[config.mk]
export PLATFORM = sky130hd
export DESIGN_NAME = pmu_ahb_master
export DESIGN_NICKNAME = d
export VERILOG_FILES = /design/src/rtl/pmu_ahb_master.sv
export SDC_FILE = /design/constraint.sdc
export NUM_CORES = 1
export LEC_CHECK = 0
export ABC_AREA = 1
export CAP_MARGIN = 20
export CORE_ASPECT_RATIO = 0.5
export CORE_MARGIN = 3
export CORE_UTILIZATION = 49
export DETAILED_ROUTE_END_ITERATION = 8
export PLACE_DENSITY_LB_ADDON = 0.2
export SLEW_MARGIN = 20
export SYNTH_ARGS = -nofsm -noshare
export SYNTH_HDL_FRONTEND = slang
export SYNTH_SLANG_ARGS = --single-unit
[constraint.sdc]
create_clock -name clk_i -period 11.1 [get_ports clk_i]
set_clock_uncertainty 0.1 [all_clocks]
set_input_delay 2.22 -clock clk_i [delete_from_list [all_inputs] [get_ports clk_i]]
set_output_delay 2.22 -clock clk_i [all_outputs]
set_load 0.005 [all_outputs]
[src/rtl/pmu_ahb_master.sv]
// -----------------------------------------------------------------------------
// pmu_ahb_master
// Single-outstanding AHB master that turns simple host register requests
// (index, read/write, data) into one AHB SINGLE word transfer to the PMU slave.
// It reports completion with a one-cycle done pulse plus an error code:
// 00 OK, 01 slave ERROR, 10 data-phase timeout, 11 index out of range.
//
// Ports:
//   clk_i, rst_i        clock, asynchronous active-high reset
//   req_i, we_i, idx_i,
//   wdata_i             host request, sampled only while ready_o = 1
//   ready_o             idle, a request can be accepted
//   done_o, err_o       one-cycle completion pulse and its failure flag
//   rdata_o, err_code_o read data and error code, held until next accept
//   hsel_o .. hwdata_o  AHB master outputs (all registered)
//   hready_i, hresp_i,
//   hrdata_i            AHB slave responses
// -----------------------------------------------------------------------------
module pmu_ahb_master #(
    parameter int                    DATA_WIDTH = 32,
    parameter int                    ADDR_WIDTH = 32,
    parameter logic [ADDR_WIDTH-1:0] BASE_ADDR  = 32'h8010_0000,
    parameter int                    N_REGS     = 47,
    parameter int                    IDX_WIDTH  = 6,
    parameter int                    TIMEOUT    = 255
) (
    input  logic                  clk_i,
    input  logic                  rst_i,
    input  logic                  req_i,
    input  logic                  we_i,
    input  logic [IDX_WIDTH-1:0]  idx_i,
    input  logic [DATA_WIDTH-1:0] wdata_i,
    output logic                  ready_o,
    output logic                  done_o,
    output logic [DATA_WIDTH-1:0] rdata_o,
    output logic                  err_o,
    output logic [1:0]            err_code_o,
    output logic                  hsel_o,
    output logic [ADDR_WIDTH-1:0] haddr_o,
    output logic                  hwrite_o,
    output logic [1:0]            htrans_o,
    output logic [2:0]            hsize_o,
    output logic [2:0]            hburst_o,
    output logic [DATA_WIDTH-1:0] hwdata_o,
    input  logic                  hready_i,
    input  logic [1:0]            hresp_i,
    input  logic [DATA_WIDTH-1:0] hrdata_i
);

    typedef enum logic [1:0] {
        ST_IDLE = 2'b00,
        ST_ADDR = 2'b01,
        ST_DATA = 2'b10,
        ST_RESP = 2'b11
    } state_t;

    localparam logic [1:0] TRANS_IDLE   = 2'b00;
    localparam logic [1:0] TRANS_NONSEQ = 2'b10;
    localparam logic [1:0] CODE_OK      = 2'b00;
    localparam logic [1:0] CODE_SLV_ERR = 2'b01;
    localparam logic [1:0] CODE_TIMEOUT = 2'b10;
    localparam logic [1:0] CODE_BAD_IDX = 2'b11;

    localparam logic [IDX_WIDTH:0] N_REGS_W  = N_REGS[IDX_WIDTH:0];
    localparam logic [7:0]         TIMEOUT_W = TIMEOUT[7:0];

    state_t                  state_r, state_s;
    logic                    ready_r, ready_s;
    logic                    done_r, done_s;
    logic                    err_r, err_s;
    logic [1:0]              err_code_r, err_code_s;
    logic [DATA_WIDTH-1:0]   rdata_r, rdata_s;
    logic                    hsel_r, hsel_s;
    logic [ADDR_WIDTH-1:0]   haddr_r, haddr_s;
    logic                    hwrite_r, hwrite_s;
    logic [1:0]              htrans_r, htrans_s;
    logic [DATA_WIDTH-1:0]   hwdata_r, hwdata_s;
    logic [7:0]              cnt_r, cnt_s;
    logic                    we_r, we_s;
    logic [DATA_WIDTH-1:0]   wdata_r, wdata_s;
    logic                    bus_err_r, bus_err_s;

    logic                    idx_ok_s;
    logic [ADDR_WIDTH-1:0]   addr_s;
    logic                    bus_err_now_s;

    assign idx_ok_s      = ({1'b0, idx_i} < N_REGS_W);
    // Index is zero-extended before the shift; the add wraps at ADDR_WIDTH.
    assign addr_s        = BASE_ADDR + ({{(ADDR_WIDTH-IDX_WIDTH){1'b0}}, idx_i} << 2'd2);
    // Any non-OKAY response seen during the data phase makes the transfer fail,
    // including the first cycle of the two-cycle ERROR response.
    assign bus_err_now_s = bus_err_r | (hresp_i != 2'b00);

    // State and output registers.
    always_ff @(posedge clk_i or posedge rst_i) begin
        if (rst_i) begin
            state_r    <= ST_IDLE;
            ready_r    <= 1'b1;
            done_r     <= 1'b0;
            err_r      <= 1'b0;
            err_code_r <= CODE_OK;
            rdata_r    <= {DATA_WIDTH{1'b0}};
            hsel_r     <= 1'b0;
            haddr_r    <= {ADDR_WIDTH{1'b0}};
            hwrite_r   <= 1'b0;
            htrans_r   <= TRANS_IDLE;
            hwdata_r   <= {DATA_WIDTH{1'b0}};
            cnt_r      <= 8'd0;
            we_r       <= 1'b0;
            wdata_r    <= {DATA_WIDTH{1'b0}};
            bus_err_r  <= 1'b0;
        end else begin
            state_r    <= state_s;
            ready_r    <= ready_s;
            done_r     <= done_s;
            err_r      <= err_s;
            err_code_r <= err_code_s;
            rdata_r    <= rdata_s;
            hsel_r     <= hsel_s;
            haddr_r    <= haddr_s;
            hwrite_r   <= hwrite_s;
            htrans_r   <= htrans_s;
            hwdata_r   <= hwdata_s;
            cnt_r      <= cnt_s;
            we_r       <= we_s;
            wdata_r    <= wdata_s;
            bus_err_r  <= bus_err_s;
        end
    end

    // Next-state and next-output computation.
    always_comb begin
        state_s    = state_r;
        ready_s    = ready_r;
        done_s     = 1'b0;
        err_s      = 1'b0;
        err_code_s = err_code_r;
        rdata_s    = rdata_r;
        hsel_s     = hsel_r;
        haddr_s    = haddr_r;
        hwrite_s   = hwrite_r;
        htrans_s   = htrans_r;
        hwdata_s   = hwdata_r;
        cnt_s      = cnt_r;
        we_s       = we_r;
        wdata_s    = wdata_r;
        bus_err_s  = bus_err_r;

        case (state_r)
            ST_IDLE: begin
                cnt_s     = 8'd0;
                bus_err_s = 1'b0;
                if (req_i) begin
                    ready_s    = 1'b0;
                    rdata_s    = {DATA_WIDTH{1'b0}};
                    err_code_s = CODE_OK;
                    hwdata_s   = {DATA_WIDTH{1'b0}};
                    if (idx_ok_s) begin
                        we_s     = we_i;
                        wdata_s  = wdata_i;
                        hsel_s   = 1'b1;
                        htrans_s = TRANS_NONSEQ;
                        hwrite_s = we_i;
                        haddr_s  = addr_s;
                        state_s  = ST_ADDR;
                    end else begin
                        // No bus access; RESP is entered with done still low,
                        // so the pulse lands one cycle later (in the slot an
                        // address phase would have used).
                        err_code_s = CODE_BAD_IDX;
                        state_s    = ST_RESP;
                    end
                end else begin
                    ready_s = 1'b1;
                end
            end

            ST_ADDR: begin
                if (hready_i) begin
                    hsel_s   = 1'b0;
                    htrans_s = TRANS_IDLE;
                    hwdata_s = we_r ? wdata_r : {DATA_WIDTH{1'b0}};
                    state_s  = ST_DATA;
                end else begin
                    state_s = ST_ADDR;
                end
            end

            ST_DATA: begin
                if (hready_i) begin
                    done_s  = 1'b1;
                    state_s = ST_RESP;
                    if (bus_err_now_s) begin
                        err_code_s = CODE_SLV_ERR;
                        err_s      = 1'b1;
                    end else begin
                        err_code_s = CODE_OK;
                        err_s      = 1'b0;
                        if (!we_r) begin
                            rdata_s = hrdata_i;
                        end else begin
                            rdata_s = {DATA_WIDTH{1'b0}};
                        end
                    end
                end else if (cnt_r == (TIMEOUT_W - 8'd1)) begin
                    // This edge is the TIMEOUT-th wait cycle: abort.
                    cnt_s      = cnt_r + 8'd1;
                    done_s     = 1'b1;
                    err_s      = 1'b1;
                    err_code_s = CODE_TIMEOUT;
                    state_s    = ST_RESP;
                end else begin
                    cnt_s     = cnt_r + 8'd1;
                    bus_err_s = bus_err_now_s;
                end
            end

            ST_RESP: begin
                if (done_r) begin
                    ready_s = 1'b1;
                    state_s = ST_IDLE;
                end else begin
                    done_s = 1'b1;
                    err_s  = (err_code_r != CODE_OK);
                end
            end

            default: begin
                ready_s  = 1'b1;
                hsel_s   = 1'b0;
                htrans_s = TRANS_IDLE;
                state_s  = ST_IDLE;
            end
        endcase
    end

    assign ready_o    = ready_r;
    assign done_o     = done_r;
    assign err_o      = err_r;
    assign err_code_o = err_code_r;
    assign rdata_o    = rdata_r;
    assign hsel_o     = hsel_r;
    assign haddr_o    = haddr_r;
    assign hwrite_o   = hwrite_r;
    assign htrans_o   = htrans_r;
    assign hwdata_o   = hwdata_r;
    assign hsize_o    = 3'b010;
    assign hburst_o   = 3'b000;

endmodule

After elaboration in Yosys (flattened, before gate mapping):

Index checks and enable logic that the tools add are counted.

* bits of input ports: 77
* memories kept: 0
* latch bits: 0
* register bits after elaboration: 148
* bits in read-only memories: 0
* word-level logic and storage cells: 91
* bits in writable memories: 0

* equal/unequal tests: 13
* shift operators: 0
* $mul: 0
* divide/modulo/power cells: 0
* add/sub/neg operators: 2
* reduce and logical (&&, ||, !) cells: 15
* muxes and demuxes: 45
* bitwise operators: 1
* $lt $le $gt $ge: 1

Operators with widths (count)
* 2-to-1 mux 32 bit: 6
* case mux 32 bit (2 select lines): 2
* adder 32 x 8 -> 32 bit, first input constant: 1
* 2-to-1 mux 2 bit: 13
* inequality test 2 bit, second input constant: 8
* case mux 8 bit (2 select lines): 1
* AND reduction 3 bit: 5
* 2-to-1 mux 1 bit: 14
* case mux 1 bit (2 select lines): 5
* nonzero test 2 bit: 5
* adder 8 x 1 -> 8 bit, second input constant: 1
* == test 8 bit, second input constant: 1
* 2-to-1 mux 8 bit: 1
* case mux 2 bit (2 select lines): 2
* case mux 2 bit (4 select lines): 1
* AND reduction 4 bit: 2
* < comparator 6 bit, second input constant: 1
* == test 2 bit, second input constant: 2
* AND reduction 2 bit: 2
* inequality test 3 bit, second input constant: 1
* == test 2 x 1 -> 1 bit, second input constant: 1
* zero test 2 bit: 1
* OR 1 bit: 1

Logic depth before layout (Yosys ltp):

Gate-level depths: netlist (run 1).

* depth after elaboration: 5
* mapped depth: 10
* depth with buffers taken out: 10

Least setup slack after synthesis (run 1):

No wires, ideal clock.

* kind: input-to-reg
* start: input idx_i[1]
* end: register haddr_r[2] (netlist: haddr_o[2])
* arrival time: 3049 ps
* setup slack: 7835 ps
* required time: 10884 ps
* buffers on the path: 2
* library setup time: 116 ps
* cell stages on the path: 7
* cells stage by stage: nand2_1 > o21ai_0 > nand2_1 > buf_2 > buf_2 > nand3_1 > nand2_1

* longest elaborated chain between the ends: 2

Ends and longest elaborated chain
* start, declared: RTL line 31 `input logic [IDX_WIDTH-1:0] idx_i,`
* < comparator 6 bit: RTL line 87 `assign idx_ok_s = ({1'b0, idx_i} < N_REGS_W);`
* AND reduction 3 bit (no line)
* end signal, assigned: RTL line 104 `haddr_r <= {ADDR_WIDTH{1'b0}};`
* end signal, assigned: RTL line 120 `haddr_r <= haddr_s;`
* end, declared: RTL line 74 `logic [ADDR_WIDTH-1:0] haddr_r, haddr_s;`

No other way between the ends.
A chain may end at the register's enable or synchronous reset.

Worst setup path in the final report (run 1):

* start: input req_i
* end: register haddr_r[6] (netlist: haddr_o[6])

* longest elaborated chain between the ends: 1

Ends and longest elaborated chain
* start, declared: RTL line 29 `input logic req_i,`
* AND reduction 3 bit (no line)

No other way between the ends.

==> flow_summary.json, run 1 <==
{
  "hp-class": "register to register",
  "vias_per_cell": 4.989,
  "dieArea_mm2": 0.01249,
  "grt_use_total": 0.2267,
  "ys_warn_count": 0,
  "worst_ep_arrival_time_ps": 4720,
  "grt_pass1_wl_mm": 22.13,
  "die-width_um": 155.1,
  "yosys_most_used_dff": "dfrtp_1",
  "yosys-top-cells-count": "197 x nand2_1, 120 x dfrtp_1, 80 x nand3_1",
  "synth_area_per_cell_um2": 8.740,
  "critical_path.reg2reg.startpoint": "state_r[0]",
  "worst-slew-pin-transition_ps": 873.0,
  "power_density_mw_per_mm2": 266.8,
  "yosys.area.top_type_share": 0.5515,
  "grt_pass1_vias": 4509,
  "final.period_utilization": 0.4098,
  "drive_gt1_frac": 0.08846,
  "synth_register_bits": 121,
  "synth.top_cells.by_area": "dfrtp_1 55%, nand2_1 14%, nand3_1 7.4%",
  "ys_seq_area_frac": 0.5563,
  "critical-path-top-cell-by-count": "nand2_1",
  "tritoncts": "yes",
  "floorplan.initialDensity": 0.5182,
  "worstSkewPairLatency_ps": 400,
  "worstSetupStartpoint": "req_i",
  "wl_per_cell_um": 14.73,
  "timing.setup.tns_ps": 0,
  "timing_max_transition_violations_final": 0,
  "fillCellCount": 797,
  "firstDrtPassIters": 5,
  "cts_root_buf": "clkbuf_16",
  "finish_stage_setup_viols": 0,
  "post_cts_resize_count": 0,
  "post_layout_min_period_ps": 4549,
  "num_rows": 26,
  "grt_remaining_overflow": 0,
  "dp.final_hpwl_mm": 9.087,
  "cp-end-kind": "register",
  "power.ir.vdd_worst_mv": 0.2406,
  "vias": 4590,
  "post_cts_hold_buffer_count": 0,
  "fp.coreArea_mm2": 0.01051,
  "cpMaxStageDelayCell": "nor2_4",
  "status": "completed",
  "port_buffers": 156,
  "ys_types": 25,
  "finalWirelength_mm": 13.55,
  "die_y_um": 80.54,
  "clock-sinks": 121,
  "drtAntennaViolNets": 0,
  "h-tree-depth": 4,
  "holdWs_ps": 370.3,
  "synthMostInstantiatedCell": "nand2_1",
  "crit_chain": "clkdlybuf4s50_1, inv_1, nor2_4, nand2_1, buf_4, nand2_1, o21ai_0",
  "first_iter_violations": 313,
  "cellLeakagePower_nw": 3.551,
  "num-nets-final": 846,
  "final_critical_path_setup_slack_ps": 6551,
  "post_cts_setup_buffer_count": 0,
  "critPathMaxFanout": 39,
  "place_ws_ps": 6200,
  "place_congestion": 0.7900,
  "io_pins": 188,
  "yosys.area.top_type": "dfrtp_1",
  "critPathRequiredTime_ps": 11270,
  "startpoint_of_the_tightest_hold_check_path": "wdata_r[5]",
  "drc_errors": 0,
  "clk_path_buf_depth": 2,
  "post_synthesis_to_final_layout_area_growth_pct": 39.48,
  "antenna-diode-count": 0,
  "synthArstFlopShare": 1.000,
  "largest_net_degree_at_the_start_of_global_routing": 83,
  "max_clock_freq_mhz": 219.8,
  "synth_enable_flop_cells": 0,
  "grt_antenna_before_repair": 0,
  "postSynthCellCount": 623,
  "slew_headroom": 0.4166,
  "final-hold-violation-count": 0,
  "syn_area_mm2": 0.005445,
  "rsz_0062_raised_after_global_routing": "false",
  "tritoncts.num_buffers": 17,
  "launching_element_type_of_the_critical_path": "input pin",
  "critical_path.max_stage_delay_ps": 690,
  "cts.reportedPaths.clkPinSlew_ps": 50,
  "maxCapViolations": 0,
  "critical_path_class": "input pin to register"
}
## layout by cell type, fill, tap and decap left out, types with 2 or more instances in the layout
| cell type | count |
|---|---|
| nand2_1 | 197 |
| clkdlybuf4s50_1 | 156 |
| dfrtp_1 | 120 |
| nand3_1 | 80 |
| inv_1 | 51 |
| o21ai_0 | 40 |
| conb_1 | 31 |
| o21ai_2 | 18 |
| clkbuf_16 | 17 |
| o21ai_1 | 14 |
| nor2_1 | 10 |
| bufinv_16 | 6 |
| buf_4 | 5 |
| nor2_2 | 3 |
| a21oi_1 | 3 |
| clkinv_2 | 3 |
| inv_2 | 2 |
| nand2_2 | 2 |
| nand2_4 | 2 |
| nand3b_1 | 2 |
| nand4_1 | 2 |
| ha_1 | 2 |
| clkbuf_8 | 2 |
| clkinvlp_4 | 2 |
## power by group
| part | switching, W | internal, W |
|---|---|---|
| clock network | 0.000198 | 0.000433 |
| logic | 0.000359 | 0.000320 |
| registers | 0.000105 | 0.000611 |
| total | 0.000662 | 0.00136 |
## state kept, by name, indices dropped and copies added, names as in the netlist, 2 cells and up
register / cells
state_r: 2
haddr_o: 7
hwdata_o: 32
wdata_r: 32
cnt_r: 8
rdata_o: 32
err_code_o: 2
## metrics by stage
step | area, µm² | util | total power, W | instances
2_1_floorplan | 5554 | - | 0.001098 | 652
3_3_place_gp | 6915 | 0.6581 | 0.001383 | 888
3_5_place_dp | 6915 | 0.6581 | 0.001403 | 888
4_1_cts | 7591 | 0.7224 | 0.002044 | 920
5_1_grt | 7595 | 0.7228 | 0.002161 | 920
6_report | 7595 | 0.7228 | 0.002026 | 920
## worst max-delay path: cells and delay by family
kind / cells / cell delay [ps]
and+or+nand+nor: 3 / 1370
buffers and inverters: 3 / 1010
AOI/OAI and AO/OA: 1 / 90
## worst paths after layout
path | depth (start not counted) | slack [ps] | end
max | 7 | 6550 | haddr_o[6]
min | 2 | 370 | wdata_r[5]
max reg2reg | 7 | 8220 | haddr_o[6]
min reg2reg | 2 | 370 | wdata_r[5]
max in group asynchronous | 3 | 7700 | hwdata_o[20]
min in group asynchronous | 2 | 2100 | rdata_o[3]
## cell type report
| type | instances | area (µm²) | area share |
|---|---|---|---|
| sequential | 121 | 3029 | 0.3988 |
| multi-input combinational | 411 | 1899 | 0.2501 |
| timing repair buffer | 162 | 1610 | 0.2120 |
| clock buffer | 20 | 456.7 | 0.06013 |
| clock inverter | 12 | 219.0 | 0.02883 |
| inverter | 54 | 205.2 | 0.02702 |
| tap | 140 | 175.2 | 0.02306 |
## cell families after synthesis
family / Yosys count / share of synthesized area
other: 2 / 0.001379
adder cells (fa/ha/maj): 2 / 0.004595
AND/OR/NAND/NOR: 302 / 0.2367
flip-flops: 121 / 0.5563
AO/OA/AOI/OAI: 76 / 0.08226
buffers and inverters: 120 / 0.1188
## metal layers
layer,wire (µm),global-route usage,up-vias
met3,817,0.05867,17
met1,5742,0.2800,2213
met4,193,0.07577,0
met5,0,0,-
li1,-,-,2202
met2,6794,0.3922,158
No activity file was read; power rests on OpenSTA's default activity.
==> inputs of run 2 (changes only) <==
--- a/config.mk
+++ b/config.mk
@@ -9,7 +9,7 @@
 export CAP_MARGIN = 20
 export CORE_ASPECT_RATIO = 0.5
 export CORE_MARGIN = 3
-export CORE_UTILIZATION = 49
+export CORE_UTILIZATION = 41
 export DETAILED_ROUTE_END_ITERATION = 8
 export PLACE_DENSITY_LB_ADDON = 0.2
 export SLEW_MARGIN = 20
==> constraint.sdc (replaced) <==
create_clock -name clk_i -period 4.18 [get_ports clk_i]
set_clock_uncertainty 0.1 [all_clocks]
set_input_delay 0.836 -clock clk_i [delete_from_list [all_inputs] [get_ports clk_i]]
set_output_delay 0.836 -clock clk_i [all_outputs]
set_load 0.005 [all_outputs]
==> flow_summary.json, run 2 (same netlist as run 1, synthesis figures left out) <==
{
  "io_pins": 188,
  "placed_area_mm2": 0.006980,
  "post_cts_hold_buffer_count": 0,
  "clock-sinks": 121,
  "worst_ep_arrival_time_ps": 2630,
  "fp.coreArea_mm2": 0.01281,
  "tritoncts": "yes",
  "fillCellCount": 1126,
  "path_buf_inv": 2,
  "grt_pass1_vias": 4346,
  "worstSkewPairLatency_ps": 410,
  "cts.reportedPaths.clkPinSlew_ps": 50,
  "launching_element_type_of_the_critical_path": "input pin",
  "slew_headroom": 0.4557,
  "globalRouteMet3Util": 0.05122,
  "dp.final_hpwl_mm": 8.689,
  "maxCapViolations": 0,
  "firstDrtPassIters": 4,
  "worst-slew-pin-transition_ps": 816.5,
  "power_density_mw_per_mm2": 698.5,
  "die-width_um": 169.0,
  "cellLeakagePower_nw": 3.566,
  "timing.reg2reg.setup_slack_ps": 1910,
  "floorplan.initialDensity": 0.4251,
  "finalWirelength_mm": 13.29,
  "met1_routing_resource_usage_after_global_routing": 0.2409,
  "antenna-diode-count": 0,
  "grt_util_met2": 0.2966,
  "power.ir.vdd_worst_mv": 0.4262,
  "critical_path.max_stage_delay_ps": 570,
  "post_cts_resize_count": 0,
  "post_synthesis_to_final_layout_area_growth_pct": 40.42,
  "grt_remaining_overflow": 0,
  "place_congestion": 0.8339,
  "vias_per_cell": 4.735,
  "area_used_by_sequential_logic_in_the_layout_mm2": 0.003029,
  "final_common_cell": "nand2_1",
  "post_cts_setup_buffer_count": 0,
  "cpMaxStageDelayCell": "clkdlybuf4s50_1",
  "critPathMaxFanout": 64,
  "timing.setup.tns_ps": 0,
  "finish_stage_setup_viols": 0,
  "wl_per_cell_um": 13.96,
  "total_power_w": 0.005341,
  "grt_antenna_before_repair": 0,
  "num-nets-final": 848,
  "die_y_um": 87.49,
  "status": "completed",
  "critical_path_class": "input pin to register",
  "timing.critical_path.max_delay_family": "simple AND/OR/NAND/NOR gates",
  "multi_input_area_mm2": 0.001899,
  "hp-class": "register to register",
  "clk_path_buf_depth": 2,
  "post_layout_min_period_ps": 2460,
  "crit_chain": "clkdlybuf4s50_1, inv_1, nand2_4, nand3_4, nand2_1, o21ai_2",
  "drive_gt1_frac": 0.08824,
  "num_rows": 29,
  "largest_net_degree_at_the_start_of_global_routing": 66,
  "drc_errors": 0,
  "timing_max_transition_violations_final": 0,
  "final-hold-violation-count": 0,
  "first_iter_violations": 432,
  "stdcell_area_mm2": 0.007646,
  "grt_use_total": 0.1853,
  "cts_root_buf": "clkbuf_16",
  "port_buffers": 156,
  "tritoncts.num_buffers": 17,
  "highest_count_cells_in_the_layout_ignoring_fill_and_taps": "197 x nand2_1, 156 x clkdlybuf4s50_1, 120 x dfrtp_1, 80 x nand3_1, 51 x inv_1",
  "h-tree-depth": 4,
  "vias": 4508,
  "critPathRequiredTime_ps": 4350,
  "dieArea_mm2": 0.01478,
  "grt_pass1_wl_mm": 21.58,
  "max_clock_freq_mhz": 406.4,
  "grt-busiest-layer": "met2",
  "drtAntennaViolNets": 0,
  "rsz_0062_raised_after_global_routing": "false",
  "cp-end-kind": "register",
  "final.period_utilization": 0.5886
}
==> run 2: changes by cell type in the layout (fill, tap and decap cells not counted) <==
| cell | change |
|---|---|
| clkbuf_8 | +3 |
| buf_6 | -1 |
| buf_12 | +1 |
| clkbuf_1 | +2 |
| buf_4 | +2 |
| inv_6 | -1 |
| bufinv_16 | -1 |
| clkinv_2 | -1 |
| clkinvlp_4 | -2 |
==> run 2: layout make-up <==
cell class                      count  area share
Sequential cell                   121      0.3962
Multi-Input combinational cell    411      0.2484
Timing Repair Buffer              164      0.2137
Clock buffer                       25     0.06611
Tap cell                          170     0.02782
Inverter                           54     0.02684
Clock inverter                      7     0.02095
==> run 2: routing by layer <==
| layer | share of wire | wire length, µm |
|---|---|---|
| met1 | 0.46 | 6073 |
| met2 | 0.46 | 6087 |
| met3 | 0.063 | 841 |
| met4 | 0.021 | 284 |
| met5 | 0 | 0 |
==> run 2: path summary, 6_finish.rpt <==
path                             startpoint     endpoint  depth (start not counted)
worst max-delay path               hready_i  rdata_o[27]                          6
worst min register to register  wdata_r[13]  wdata_r[13]                          2
min in group asynchronous             rst_i  rdata_o[14]                          2
worst min-delay path            wdata_r[13]  wdata_r[13]                          2
worst max register to register   state_r[0]  rdata_o[27]                          7
max in group asynchronous             rst_i     cnt_r[2]                          3
==> run 2: per-stage QoR <==
step	setup slack [ps]	std cells	hold WS, ps	util
CTS	1741	952	371.6	0.5970
floorplan	31.48	652	341.9	-
detailed placement	1310	920	358.9	0.5450
global route	1558	952	382.9	0.5970
global placement	1384	920	353.4	0.5450
finish	1720	952	370.7	0.5970
==> run 2: worst min-delay path, stage by stage, from the launching register on <==
cell and delay, ps:
dfrtp_1 330, nand2_1 60, nand2_1 50
==> run 2: power by group <==
group	leakage, nW	switching [W]	internal [W]	total, W
clock	0.327	0.000511	0.00114	0.00165
sequential	1.60	0.000267	0.00162	0.00189
combinational	1.64	0.000949	0.000854	0.00180
==> inputs of run 3 (changes only) <==
==> constraint.sdc (replaced) <==
create_clock -name clk_i -period 2.22 [get_ports clk_i]
set_clock_uncertainty 0.1 [all_clocks]
set_input_delay 0.444 -clock clk_i [delete_from_list [all_inputs] [get_ports clk_i]]
set_output_delay 0.444 -clock clk_i [all_outputs]
set_load 0.005 [all_outputs]
==> flow_summary.json, run 3 (same netlist as run 1, synthesis figures left out) <==
{
  "status": "completed",
  "power.ir.vdd_worst_mv": 0.5939,
  "p_sw_w": 0.003284,
  "timing.critical_path.max_delay_family": "flip-flops",
  "die_y_um": 87.49,
  "seq_power_share": 0.351,
  "antenna-diode-count": 0,
  "max_clock_freq_mhz": 504.6,
  "final_common_cell": "nand2_1",
  "launching_element_type_of_the_critical_path": "register",
  "worstSkewPairLatency_ps": 400,
  "post_cts_hold_buffer_count": 0,
  "cts.reportedPaths.clkPinSlew_ps": 60,
  "finish_stage_setup_viols": 0,
  "clk_path_buf_depth": 2,
  "post_synthesis_to_final_layout_area_growth_pct": 42.69,
  "maxCapViolations": 0,
  "grt_pass1_vias": 4274,
  "dp.final_hpwl_mm": 9.106,
  "critical_path_class": "register to output port",
  "critPathRequiredTime_ps": 1680,
  "post_cts_setup_buffer_count": 0,
  "place_congestion": 0.7758,
  "timing.setup.tns_ps": 0,
  "cts_root_buf": "clkbuf_16",
  "final-hold-violation-count": 0,
  "area_used_by_sequential_logic_in_the_layout_mm2": 0.003029,
  "num_rows": 29,
  "path_buf_inv": 1,
  "rsz_0062_raised_after_global_routing": "false",
  "finalWirelength_mm": 13.21,
  "largest_net_degree_at_the_start_of_global_routing": 66,
  "tritoncts": "yes",
  "wirelength_met1_mm": 5.802,
  "power_switching_share": 0.3234,
  "first_iter_violations": 365,
  "fillCellCount": 1105,
  "die-width_um": 169.0,
  "power_density_mw_per_mm2": 1307,
  "cp-end-kind": "output port",
  "grt_pass1_wl_mm": 21.33,
  "firstDrtPassIters": 5,
  "post_cts_resize_count": 0,
  "critical_path.max_stage_delay_ps": 530,
  "wl_met2_mm": 6.493,
  "placed_area_mm2": 0.007119,
  "multi_input_area_mm2": 0.001894,
  "p_comb_frac": 0.352,
  "grt_remaining_overflow": 0,
  "post_layout_min_period_ps": 1982,
  "dieArea_mm2": 0.01478,
  "crit_chain": "clkdlybuf4s50_1",
  "port_buffers": 156,
  "stdcell_area_mm2": 0.007770,
  "drive_gt1_frac": 0.09987,
  "floorplan.initialDensity": 0.4251,
  "grt_antenna_before_repair": 0,
  "topRoutingLayerUsed": "met4",
  "tritoncts.num_buffers": 17,
  "vias": 4541,
  "cpMaxStageDelayCell": "dfstp_2",
  "internal-power_w": 0.006871,
  "timing_max_transition_violations_final": 0,
  "num-nets-final": 857,
  "io_pins": 188,
  "cellLeakagePower_nw": 3.629,
  "vias_per_cell": 4.725,
  "h-tree-depth": 4,
  "highest_count_cells_in_the_layout_ignoring_fill_and_taps": "197 x nand2_1, 156 x clkdlybuf4s50_1, 120 x dfrtp_1, 80 x nand3_1, 51 x inv_1",
  "critPathMaxFanout": 2,
  "clock-sinks": 121,
  "hp-class": "input pin to asynchronous set/reset pin",
  "grt_use_total": 0.1823,
  "drtAntennaViolNets": 0,
  "worst_ep_arrival_time_ps": 1440,
  "final.period_utilization": 0.8927,
  "dr_wl_met3_um": 849,
  "clock_power_share": 0.297,
  "fp.coreArea_mm2": 0.01281,
  "drc_errors": 0,
  "wl_per_cell_um": 13.75
}
-- run 3: cell count changes in the layout (fill, tap and decap cells not counted), sizes merged --
cell and delta:
clkinvlp +1, clkinv +1, bufinv -1, inv -1, buf +9
-- run 3: layer usage --
layer	vias up	track usage
met2	161	0.3053
met5	-	0
met3	11	0.04125
met1	2141	0.2409
li1	2228	-
met4	0	0.05376
-- run 3: final timing paths --
| path | from | to | slack (ps) | cells after the start |
|---|---|---|---|---|
| setup / recovery | ready_o | ready_o | 240 | 1 |
| hold / removal | rst_i | wdata_r[16] | 310 | 2 |
| setup reg to reg | state_r[0] | rdata_o[27] | 390 | 8 |
| hold reg to reg | haddr_o[2] | haddr_o[2] | 370 | 2 |
| max in group asynchronous | rst_i | ready_o | 1150 | 3 |
| min in group clk_i | haddr_o[2] | haddr_o[2] | 370 | 2 |
-- run 3: cell type report --
cell class                      count  share of cell area
Timing Repair Buffer              173              0.2287
Inverter                           54             0.02657
Clock inverter                      7             0.01739
Sequential cell                   121              0.3899
Multi-Input combinational cell    411              0.2438
Clock buffer                       25             0.06634
Tap cell                          170             0.02738
-- run 3: stage by stage --
step	setup slack, ps	hold slack (ps)	instances	total power [W]	utilization
6_report	238.1	311.4	961	0.01016	0.6066
5_1_grt	213.8	338.7	961	0.01085	0.6066
4_1_cts	222.8	314.5	961	0.01026	0.6066
3_5_place_dp	195.8	358.2	929	0.007195	0.5558
3_3_place_gp	225.1	355.2	929	0.007112	0.5558
2_1_floorplan	193.5	341.9	652	0.005490	-
-- run 3: power by group through the flow --
stage / Combinational [W] / Sequential [W] / Clock (W)
floorplan: 0.00194 / 0.00355 / 0
global placement: 0.00354 / 0.00357 / 0
detailed placement: 0.00360 / 0.00359 / 0
CTS: 0.00363 / 0.00357 / 0.00306
global route: 0.00401 / 0.00367 / 0.00317
finish: 0.00358 / 0.00356 / 0.00301
